===== src/rtl/multicycle_controller.sv =====
// Main-FSM control unit for the multicycle ARM datapath, with NZCV flags and registered condition result.
// Optional MUL decode is enabled by defining MULTICYCLE_CTRL_MUL_EN.
module multicycle_controller (
    input  logic        clk,
    input  logic        reset,
    input  logic [31:0] Instr,
    input  logic [3:0]  ALUFlags,
    output logic        PCWrite,
    output logic        AdrSrc,
    output logic        MemWrite,
    output logic        IRWrite,
    output logic [1:0]  ResultSrc,
    output logic [2:0]  ALUControl,
    output logic        ALUSrcA,
    output logic [1:0]  ALUSrcB,
    output logic [1:0]  ImmSrc,
    output logic        RegWrite,
    output logic [1:0]  RegSrc
);

    typedef enum logic [3:0] {
        S_FETCH    = 4'd0,
        S_DECODE   = 4'd1,
        S_MEMADR   = 4'd2,
        S_MEMREAD  = 4'd3,
        S_MEMWB    = 4'd4,
        S_MEMWRITE = 4'd5,
        S_EXECUTER = 4'd6,
        S_EXECUTEI = 4'd7,
        S_ALUWB    = 4'd8,
        S_BRANCH   = 4'd9,
        S_UNKNOWN  = 4'd10
    } state_t;

    localparam logic [2:0] ALU_ADD = 3'b000;
    localparam logic [2:0] ALU_SUB = 3'b001;
    localparam logic [2:0] ALU_AND = 3'b010;
    localparam logic [2:0] ALU_ORR = 3'b011;
    localparam logic [2:0] ALU_MUL = 3'b100;

    state_t     state_reg, state_next;
    logic [3:0] flags_reg;
    logic       condex_reg;

    logic [1:0] op;
    logic [5:0] funct;
    logic [3:0] cmd;
    logic [3:0] dst_rd;
    logic       is_mul, is_cmp, pcs;
    logic [2:0] dp_alu;
    logic       dp_wb, dp_nz, dp_cv, flag_wr;
    logic       unused_bits;

    logic       pc_write, mem_write, ir_write, reg_write;

    assign op     = Instr[27:26];
    assign funct  = Instr[25:20];
    assign cmd    = funct[4:1];
    assign unused_bits = ^{Instr[19:16], Instr[11:0]};

`ifdef MULTICYCLE_CTRL_MUL_EN
    assign is_mul = (op == 2'b00) && !funct[5] && (cmd == 4'b0000) && (Instr[7:4] == 4'b1001);
    assign dst_rd = is_mul ? Instr[19:16] : Instr[15:12];
`else
    assign is_mul = 1'b0;
    assign dst_rd = Instr[15:12];
`endif

    assign is_cmp = !is_mul && (cmd == 4'b1010);
    assign pcs    = (dst_rd == 4'hF);

    // Data-processing decode: ALU op, whether it writes a register, which flags it may set.
    always_comb begin
        dp_alu = ALU_ADD;
        dp_wb  = 1'b0;
        dp_nz  = 1'b0;
        dp_cv  = 1'b0;
        if (is_mul) begin
            dp_alu = ALU_MUL;
            dp_wb  = 1'b1;
            dp_nz  = 1'b1;
        end else begin
            case (cmd)
                4'b0100: begin dp_alu = ALU_ADD; dp_wb = 1'b1; dp_nz = 1'b1; dp_cv = 1'b1; end
                4'b0010: begin dp_alu = ALU_SUB; dp_wb = 1'b1; dp_nz = 1'b1; dp_cv = 1'b1; end
                4'b0000: begin dp_alu = ALU_AND; dp_wb = 1'b1; dp_nz = 1'b1; end
                4'b1100: begin dp_alu = ALU_ORR; dp_wb = 1'b1; dp_nz = 1'b1; end
                4'b1010: begin dp_alu = ALU_SUB; dp_nz = 1'b1; dp_cv = 1'b1; end
                default: ;
            endcase
        end
    end

    assign flag_wr = condex_reg && (funct[0] || is_cmp) && dp_nz;

    // Pairs of conditions share a base test; the low cond bit inverts it.
    function automatic logic cond_holds(input logic [3:0] c, input logic [3:0] f);
        logic n, z, cf, v, base;
        {n, z, cf, v} = f;
        case (c[3:1])
            3'd0:    base = z;
            3'd1:    base = cf;
            3'd2:    base = n;
            3'd3:    base = v;
            3'd4:    base = cf & ~z;
            3'd5:    base = n ~^ v;
            3'd6:    base = ~z & (n ~^ v);
            default: base = 1'b1;
        endcase
        return (c == 4'b1111) ? 1'b0 : (base ^ c[0]);
    endfunction

    always_comb begin
        state_next = S_FETCH;
        case (state_reg)
            S_FETCH:  state_next = S_DECODE;
            S_DECODE: begin
                case (op)
                    2'b01:   state_next = S_MEMADR;
                    2'b00:   state_next = funct[5] ? S_EXECUTEI : S_EXECUTER;
                    2'b10:   state_next = S_BRANCH;
                    default: state_next = S_UNKNOWN;
                endcase
            end
            S_MEMADR:   state_next = funct[0] ? S_MEMREAD : S_MEMWRITE;
            S_MEMREAD:  state_next = S_MEMWB;
            S_EXECUTER: state_next = S_ALUWB;
            S_EXECUTEI: state_next = S_ALUWB;
            default:    state_next = S_FETCH;
        endcase
    end

    always_ff @(posedge clk or negedge reset) begin
        if (!reset) begin
            state_reg  <= S_FETCH;
            flags_reg  <= 4'b0000;
            condex_reg <= 1'b0;
        end else begin
            state_reg <= state_next;
            if (state_reg == S_DECODE)
                condex_reg <= cond_holds(Instr[31:28], flags_reg);
            if ((state_reg == S_EXECUTER || state_reg == S_EXECUTEI) && flag_wr) begin
                flags_reg[3:2] <= ALUFlags[3:2];
                if (dp_cv)
                    flags_reg[1:0] <= ALUFlags[1:0];
            end
        end
    end

    always_comb begin
        pc_write   = 1'b0;
        AdrSrc     = 1'b0;
        mem_write  = 1'b0;
        ir_write   = 1'b0;
        ResultSrc  = 2'b00;
        ALUControl = ALU_ADD;
        ALUSrcA    = 1'b0;
        ALUSrcB    = 2'b00;
        reg_write  = 1'b0;
        case (state_reg)
            S_FETCH: begin
                ir_write  = 1'b1;
                ALUSrcA   = 1'b1;
                ALUSrcB   = 2'b10;
                ResultSrc = 2'b10;
                pc_write  = 1'b1;
            end
            S_DECODE: begin
                ALUSrcA   = 1'b1;
                ALUSrcB   = 2'b10;
                ResultSrc = 2'b10;
            end
            S_MEMADR: begin
                ALUSrcB    = 2'b01;
                ALUControl = funct[3] ? ALU_ADD : ALU_SUB;
            end
            S_MEMREAD: AdrSrc = 1'b1;
            S_MEMWB: begin
                ResultSrc = 2'b01;
                if (pcs) pc_write = condex_reg;
                else     reg_write = condex_reg;
            end
            S_MEMWRITE: begin
                AdrSrc    = 1'b1;
                mem_write = condex_reg;
            end
            S_EXECUTER: ALUControl = dp_alu;
            S_EXECUTEI: begin
                ALUSrcB    = 2'b01;
                ALUControl = dp_alu;
            end
            S_ALUWB: begin
                if (pcs) pc_write = condex_reg;
                else     reg_write = condex_reg & dp_wb;
            end
            S_BRANCH: begin
                ALUSrcB   = 2'b01;
                ResultSrc = 2'b10;
                pc_write  = condex_reg;
            end
            default: ;
        endcase
    end

    // Architectural strobes are held off for as long as reset is low.
    assign PCWrite  = pc_write  & reset;
    assign MemWrite = mem_write & reset;
    assign IRWrite  = ir_write  & reset;
    assign RegWrite = reg_write & reset;

    assign ImmSrc = op;
    assign RegSrc = {(op == 2'b01) && !funct[0], (op == 2'b10)};

endmodule


===== config.mk =====
export PLATFORM = sky130hd
export DESIGN_NAME = multicycle_controller
export DESIGN_NICKNAME = d
export VERILOG_FILES = /design/src/rtl/multicycle_controller.sv
export SDC_FILE = /design/constraint.sdc
export NUM_CORES = 1
export LEC_CHECK = 0
export ABC_AREA = 1
export CORE_UTILIZATION = 35
export DETAILED_ROUTE_END_ITERATION = 8
export PLACE_DENSITY = 0.8
export SYNTH_ARGS = -nofsm -noshare
export SYNTH_HDL_FRONTEND = slang
export SYNTH_SLANG_ARGS = --single-unit
export TNS_END_PERCENT = 5

===== constraint.sdc =====
create_clock -name clk -period 1.55 [get_ports clk]
set_clock_uncertainty 0.15 [all_clocks]
set_input_delay 0.155 -clock clk [delete_from_list [all_inputs] [get_ports clk]]
set_output_delay 0.155 -clock clk [all_outputs]
set_load 0.02 [all_outputs]

### After elaboration in Yosys (flattened, before gate mapping)

Index checks and enable logic that the tools add are counted.
W data, S select, Z words.

* register bits: 9
* bits in latches: 0
* bits in writable memories: 0
* memory bits (read-only): 0
* input bits: 38
* output and inout port bits: 17
* logic and storage cells: 83
* memories: 0

* add/sub/neg operators: 0
* multipliers: 0
* div/mod/pow operators: 0
* order comparisons: 0
* eq/ne operators: 23
* shifts and indexed selects: 0
* mux-type cells: 24
* bitwise operators: 10
* reductions and logical operators: 22

Operators by type and width (number)
* $eq A4 B4 Y1 const B: 6
* $eq A4 B3 Y1 const B: 5
* $pmux W4 S5: 1
* $mux W1: 14
* $eq A4 B2 Y1 const B: 3
* $pmux W2 S2: 3
* $pmux W4 S3: 1
* $reduce_or A2 Y1: 5
* $eq A3 B3 Y1 const B: 3
* $reduce_or A3 Y1: 3
* $logic_not A4 Y1: 2
* $and A1 B1 Y1: 7
* $pmux W1 S7: 1
* $eq A3 B2 Y1 const B: 2
* $pmux W2 S3: 1
* $reduce_or A5 Y1: 1
* $eq A4 B1 Y1 const B: 1
* $logic_and A1 B1 Y1: 4
* $reduce_or A4 Y1: 1
* $eq A3 B1 Y1 const B: 1
* $logic_not A3 Y1: 1
* $mux W3: 1
* $pmux W1 S3: 1
* $eq A2 B1 Y1 const B: 1
* other kinds (9): 10

### Logic depth before layout (Yosys ltp)

Gate-level depths: netlist of run 1.

* depth after elaboration: 7
* depth in mapped cells: 11

### Worst setup path after synthesis of run 1

No wires, ideal clock.

* kind: register to output
* from: reg state_reg[1]
* to: out RegWrite
* data arrival time: 1.555 ns
* data required time: 1.245 ns
* slack: -0.310 ns
* stages on the path, launching flop included: 7
* path buffers: 1
* path through: dfrtp_1 buf_6 nor2_4 inv_2 nor2_2 nor2_1 a211oi_1

* cells in the longest elaborated chain, start to end: 3
* elaborated cells between the ends (all ways): 4
* those cells by class: 2 x eq/ne; 1 x mux; 1 x bitwise

RTL lines
* from (decl): RTL line 41 `state_t state_reg, state_next;`
* from (signal assigned): RTL line 139 `state_reg <= state_next;`
* $eq A4 B4 Y1 or $eq A4 B3 Y1 (tied branches): RTL line 160 `case (state_reg)`
* $pmux W1 S2 (*): RTL line 160
* $and A1 B1 Y1 (*): RTL line 209 `assign RegWrite = reg_write & reset;`
* to (decl): RTL line 17 `output logic RegWrite,`

Every way passes the cells marked *; elsewhere a longest branch is shown, timed or not.

### Worst setup path after layout of run 1

* from: reg state_reg[3]
* to: out RegWrite

Same word-level chain as after synthesis.

==> results of run 1 <==
==> through the flow <==
stage | cells | setup slack (ns) | total power (µW)
after floorplan | 134 | -0.139 | 1120
after global placement | 224 | -0.553 | 1840
after detailed placement | 224 | -0.633 | 1870
after CTS | 229 | -0.258 | 2060
after global routing | 229 | -0.337 | 2290
final | 229 | -0.246 | 2130
==> worst min-delay path by stage <==
stage	slack [ns]	endpoint	depth (start not counted)	startpoint
2_1_floorplan	-0.29	condex_reg	0	reset
3_3_place_gp	0.35	flags_reg[2]	2	flags_reg[2]
3_5_place_dp	0.37	flags_reg[3]	2	flags_reg[3]
4_1_cts	0.1	flags_reg[0]	2	reset
5_1_grt	0.13	flags_reg[3]	2	reset
6_report	0.10	flags_reg[3]	2	reset
==> cell usage after synthesis <==
library cell | instances | area, µm²
o311ai_0 | 1 | 8.76
conb_1 | 1 | 3.75
nand2_1 | 37 | 139
o211ai_1 | 1 | 7.51
nor2_4 | 2 | 22.5
o21ai_1 | 2 | 10.0
o22ai_1 | 1 | 6.26
nor2_1 | 16 | 60.1
nor3_1 | 3 | 15.0
a21oi_1 | 2 | 10.0
o21ai_0 | 8 | 40.0
a211oi_1 | 1 | 7.51
inv_2 | 2 | 7.51
o31ai_1 | 1 | 7.51
nand3_1 | 12 | 60.1
buf_4 | 3 | 22.5
nand4_1 | 1 | 6.26
nor2_2 | 5 | 31.3
nor3_2 | 1 | 10.0
inv_1 | 24 | 90.1
buf_6 | 1 | 11.3
dfrtp_1 | 9 | 225
==> logic make-up (layout without fill, tap and decap cells) <==
kind of cell | Yosys count | count (layout) | share of synthesized area [%]
AOI/OAI and AO/OA | 17 | 17 | 12.2
DFF | 9 | 9 | 28.1
other | 1 | 1 | 0.468
buffers and inverters | 30 | 98 | 16.4
and+or+nand+nor | 77 | 77 | 42.9
==> repair_timing <==
item | in CTS | in global routing
pin swaps | 2 | 2
endpoints found under the setup margin | 20 | 18
buffers inserted | 1 | 0
hold endpoints to repair | 0 | 0
gates resized for setup | 70 | 21
==> power by group through the flow <==
| stage | registers, µW | logic [µW] | clock network [µW] |
|---|---|---|---|
| 2_1_floorplan | 394 | 727 | 0 |
| 3_3_place_gp | 416 | 1420 | 0 |
| 3_5_place_dp | 418 | 1450 | 0 |
| 4_1_cts | 422 | 1450 | 185 |
| 5_1_grt | 441 | 1650 | 197 |
| 6_report | 432 | 1520 | 178 |
==> layout make-up <==
| cell class | instances | area [µm²] |
|---|---|---|
| Inverter | 26 | 97.6 |
| Tap cell | 27 | 33.8 |
| Sequential cell | 9 | 228 |
| Clock buffer | 4 | 26.3 |
| Multi-Input combinational cell | 95 | 500 |
| Fill cell | 175 | 608 |
| Timing Repair Buffer | 68 | 568 |
==> per-layer routing <==
metal / global-route usage (%) / share of wire (%)
met1: 23.9 / 40
met2: 45.7 / 53
met3: 4.01 / 4.8
met4: 7.14 / 1.9
met5: 0 / 0
==> cell usage in the layout (no fill, tap or decap) <==
cell and instances:
a21oi_1 1, buf_2 1, o211ai_1 1, nand3_1 11, a21oi_2 1, nor2_4 4
dlymetal6s2s_1 1, o31ai_1 1, a211oi_2 1, nor3_1 2, inv_2 4, o311ai_2 1
dfrtp_1 7, nor2_2 8, clkdlybuf4s50_1 20, buf_4 40, inv_1 22, o22ai_1 1
nand2_1 36, nor3_2 2, nand2_2 1, dlygate4sd2_1 2, nand3_2 1, nand4_1 1
buf_6 2, dfrtp_2 2, clkbuf_4 3, nor2_1 11, clkbuf_1 1, conb_1 1
o21ai_2 1, o21ai_1 3, clkbuf_2 2, o21ai_0 6
==> flow_summary.toml, run 1 <==
[floorplanning]
ios = 55
fp.coreArea_um2 = 2060
start_util_pct = 38.9
die_h_um = 49.9
rows = 16
die_area_um2 = 2490
fp.dieW_um = 49.9

[power_and_ir_drop]
internal_power_uw = 1130
p_comb_share_pct = 71.3
clkPwrFrac_pct = 8.4
p_sw_uw = 995
vdd_ir_drop_max_mv = 1.11
p_seq_share_pct = 20.3
p_leak_uw = 0.000760
switching_share_pct = 46.8
p_per_area_nw_per_um2 = 1460

[grt]
grt_pass1_vias = 1108
track_usage_pct = 23.1
grt_first_pass_wirelength_um = 4400
antenna_found_initial = 0
grt_max_degree = 10
overflow = 0

[layout]
nNetsFinal = 241
syn2layout_area_growth_pct = 81.3
num_antenna_cells = 0
final_area_um2 = 1450
post-route-util_pct = 70.5
drive_gt1_share_pct = 36.6

[placed_design]
routabilityCongestion = 0.897
port_buffers = 37
placed_area_um2 = 1400
place_hpwl_um = 2140

[clock_network]
hold_buffers = 0
clock-root-buffer = "clkbuf_4"
clk_latency_ns = 0.25
clk_pin_slew_worst_paths_ns = 0.06
clock-sinks = 9
numCtsBuffers = 3
cts_max_path_buffers = 2
cts_tree = "yes"
cts_max_level = 1

[setup_path]
crit_top_cell = "nor2_4"
crit_path_max_incr_delay_ns = 0.44
worst-setup-path-type = "register to output pin"
cp_slowest_cell = "dfrtp_2"
r2r-end = "flags_reg[2]"
critPathCapture = "RegWrite"
worstPathMaxFanout = 3
startpoint_type = "register"
cp_top_family = "flip-flops"
critPathCaptureType = "output pin"
r2r_start = "state_reg[3]"
reg2reg_depth = 10
required_ns = 1.24
crit_buf_inv = 2
path_cells = "nor2_4, inv_2, nor2_4, nor2_1, a211oi_2, buf_4"
r2r_setup_slack_ns = -0.08
critPathLaunch = "state_reg[3]"
cp.arrival_ns = 1.49
path_depth = 6

[timing]
fmax_mhz = 557
setup_tns_ns = -1.68
period_share_pct = 116
rsz0062_at_grt = "yes"
finalMaxSlewViolations = 0
holdWs_ns = 0.102
setup_ws_ns = -0.246
fin_crit_ns = 1.80
finalHoldViolCount = 0
finalSetupViolations = 14

[routing]
antenna_left = 0
drt_first_iter_violations = 25
dr.pass1.iters = 4
route.vias.total = 1096
routed_wirelength_um = 2750
wl_per_cell_um = 12.0
vias_per_cell = 4.79
route.detailed.drc = 0

[logic_synthesis]
postSynthCellCount = 134
seq_area_frac_synth_pct = 28.1
ys_ff_latch = 9
avgSynthCellArea_um2 = 5.99
yosysWarnings = 0
synth_cell_types = 22
syn_area_um2 = 802
syn-num-nets = 172

[outcome]
status = "complete, but fails checks"
violations = "negative setup slack"

[job]
drv_cap = 0

[worst_hold_path]
min_path_type = "input pin to asynchronous set/reset pin"
No activity file was read; power rests on OpenSTA's default activity.
==> run 2: changes to the inputs <==
Settings changed: TNS_END_PERCENT 5 to 10.
Clock period 1.55 ns to 1.9 ns, I/O delays scaled along.
==> run 2 against run 1 <==
Compared with the run above: the run now ends clean; largest cell class unchanged; first-iteration DRC count decreased by 12%; sequential share of layout area is 0.76 points higher; global-route usage fell by 2.0 points; register-to-register slack gained 0.45 ns.
==> flow_summary.toml, run 2 (same netlist as run 1, synthesis figures left out) <==
[outcome]
status = "complete, no violations"

[placed_design]
port_buffers = 37
routabilityCongestion = 0.836
place_hpwl_um = 1990
placed_area_um2 = 1340
pre_cts_ws_ns = -0.407

[grt]
overflow = 0
grt_max_degree = 10
track_usage_pct = 21.1
grt_first_pass_wirelength_um = 4060
antenna_found_initial = 0
grt_pass1_vias = 1011

[floorplanning]
die_h_um = 49.9
fp.dieW_um = 49.9
ios = 55
die_area_um2 = 2490
rows = 16
fp.coreArea_um2 = 2060
start_util_pct = 38.9

[timing]
fmax_mhz = 539
finalMaxSlewViolations = 0
finalHoldViolCount = 0
rsz0062_at_grt = "yes"
setup_tns_ns = 0
finalSetupViolations = 0
period_share_pct = 97.6
setup_ws_ns = 0.0453
fin_crit_ns = 1.85

[setup_path]
r2r_start = "state_reg[1]"
startpoint_type = "register"
worst-setup-path-type = "register to output pin"
worstPathMaxFanout = 3
critPathCaptureType = "output pin"
r2r_setup_slack_ns = 0.37
cp.arrival_ns = 1.51
required_ns = 1.56
r2r-end = "flags_reg[2]"
reg2reg_depth = 9

[clock_network]
hold_buffers = 0
clock-sinks = 9
cts_max_level = 1
cts_tree = "yes"
clk_pin_slew_worst_paths_ns = 0.06
numCtsBuffers = 3
clk_latency_ns = 0.26
clock-root-buffer = "clkbuf_4"
cts_max_path_buffers = 2

[layout]
nNetsFinal = 234
final_cell_mix = "nand2_1, buf_4, clkdlybuf4s50_1, inv_1"
nFillCells = 182
num_antenna_cells = 0
drive_gt1_share_pct = 27.2
final_area_um2 = 1370
syn2layout_area_growth_pct = 71.0
layout_commonest_cell = "nand2_1"

[job]
drv_cap = 0

[routing]
antenna_left = 0
dr.pass1.iters = 4
routed_wirelength_um = 2500
drt_first_iter_violations = 22
wl_per_cell_um = 11.3
route.detailed.drc = 0
vias_per_cell = 4.85
route.vias.total = 1076

[power_and_ir_drop]
p_leak_uw = 0.000739
vdd_ir_drop_max_mv = 1.33
p_per_area_nw_per_um2 = 1190

[worst_hold_path]
min_path_type = "input pin to asynchronous set/reset pin"
run 2: cell types whose count changed in the layout (fill, tap and decap cells not counted), sizes merged:
cell	delta
clkdlybuf4s50	+3
clkdlybuf4s15	+1
clkbuf	-1
dlymetal6s2s	+1
buf	-11
run 2: worst max-delay path, cell delays in order (launching register included):
cell     delay (ns)
dfrtp_1        0.44
buf_4          0.15
nand2_1        0.05
nor2_1         0.12
nor2_2         0.07
o21ai_1        0.11
nand2_1        0.07
o21ai_1        0.08
buf_4          0.16
run 2: layout make-up:
type | instances | area [µm²] | area share [%]
repair buffers | 61 | 518 | 37.8
flip-flops and latches | 9 | 225 | 16.4
clock buffers | 4 | 26.3 | 1.92
inverters | 26 | 97.6 | 7.12
well taps | 27 | 33.8 | 2.46
multi-input cells | 95 | 470 | 34.3
run 2: power by group:
part           total, µW  switching, µW  internal [µW]
combinational       1140            642            499
clock                144           63.6           80.7
sequential           345           76.2            269
run 2: metrics by stage:
stage	std cells	total power (µW)	utilization [%]	hold WS, ns
after global placement	216	1440	64.9	0.339
final	222	1630	66.5	0.159
after global routing	222	1760	66.5	0.178
after floorplan	134	905	-	-0.256
after detailed placement	216	1460	64.9	0.344
after CTS	220	1550	64.9	0.162
run 2: how the worst max path moves through the flow:
stage | startpoint | end | slack (ns) | depth (start not counted)
6_report | state_reg[3] | PCWrite | 0.05 | 8
5_1_grt | state_reg[3] | PCWrite | -0.06 | 8
4_1_cts | state_reg[0] | PCWrite | -0.11 | 8
3_5_place_dp | Instr[22] | ALUControl[0] | -0.41 | 9
3_3_place_gp | Instr[21] | RegWrite | -0.28 | 7
2_1_floorplan | state_reg[1] | RegWrite | 0.005 | 6
run 2: metal layers:
metal  track usage, %  share of wire [%]  up-vias
li1                 -                  -      535
met1             22.4                 40      484
met2             40.3                 52       48
met3             5.25                6.8        9
met4             5.71                1.5        0
met5                0                  0        -
run 2: timing repair:
| item | CTS | global route |
|---|---|---|
| setup endpoints to repair | 12 | 13 |
| buffers inserted | 0 | 2 |
| hold endpoints to repair | 0 | 0 |
| gates resized for setup | 33 | 26 |
| pin swaps | 0 | 3 |
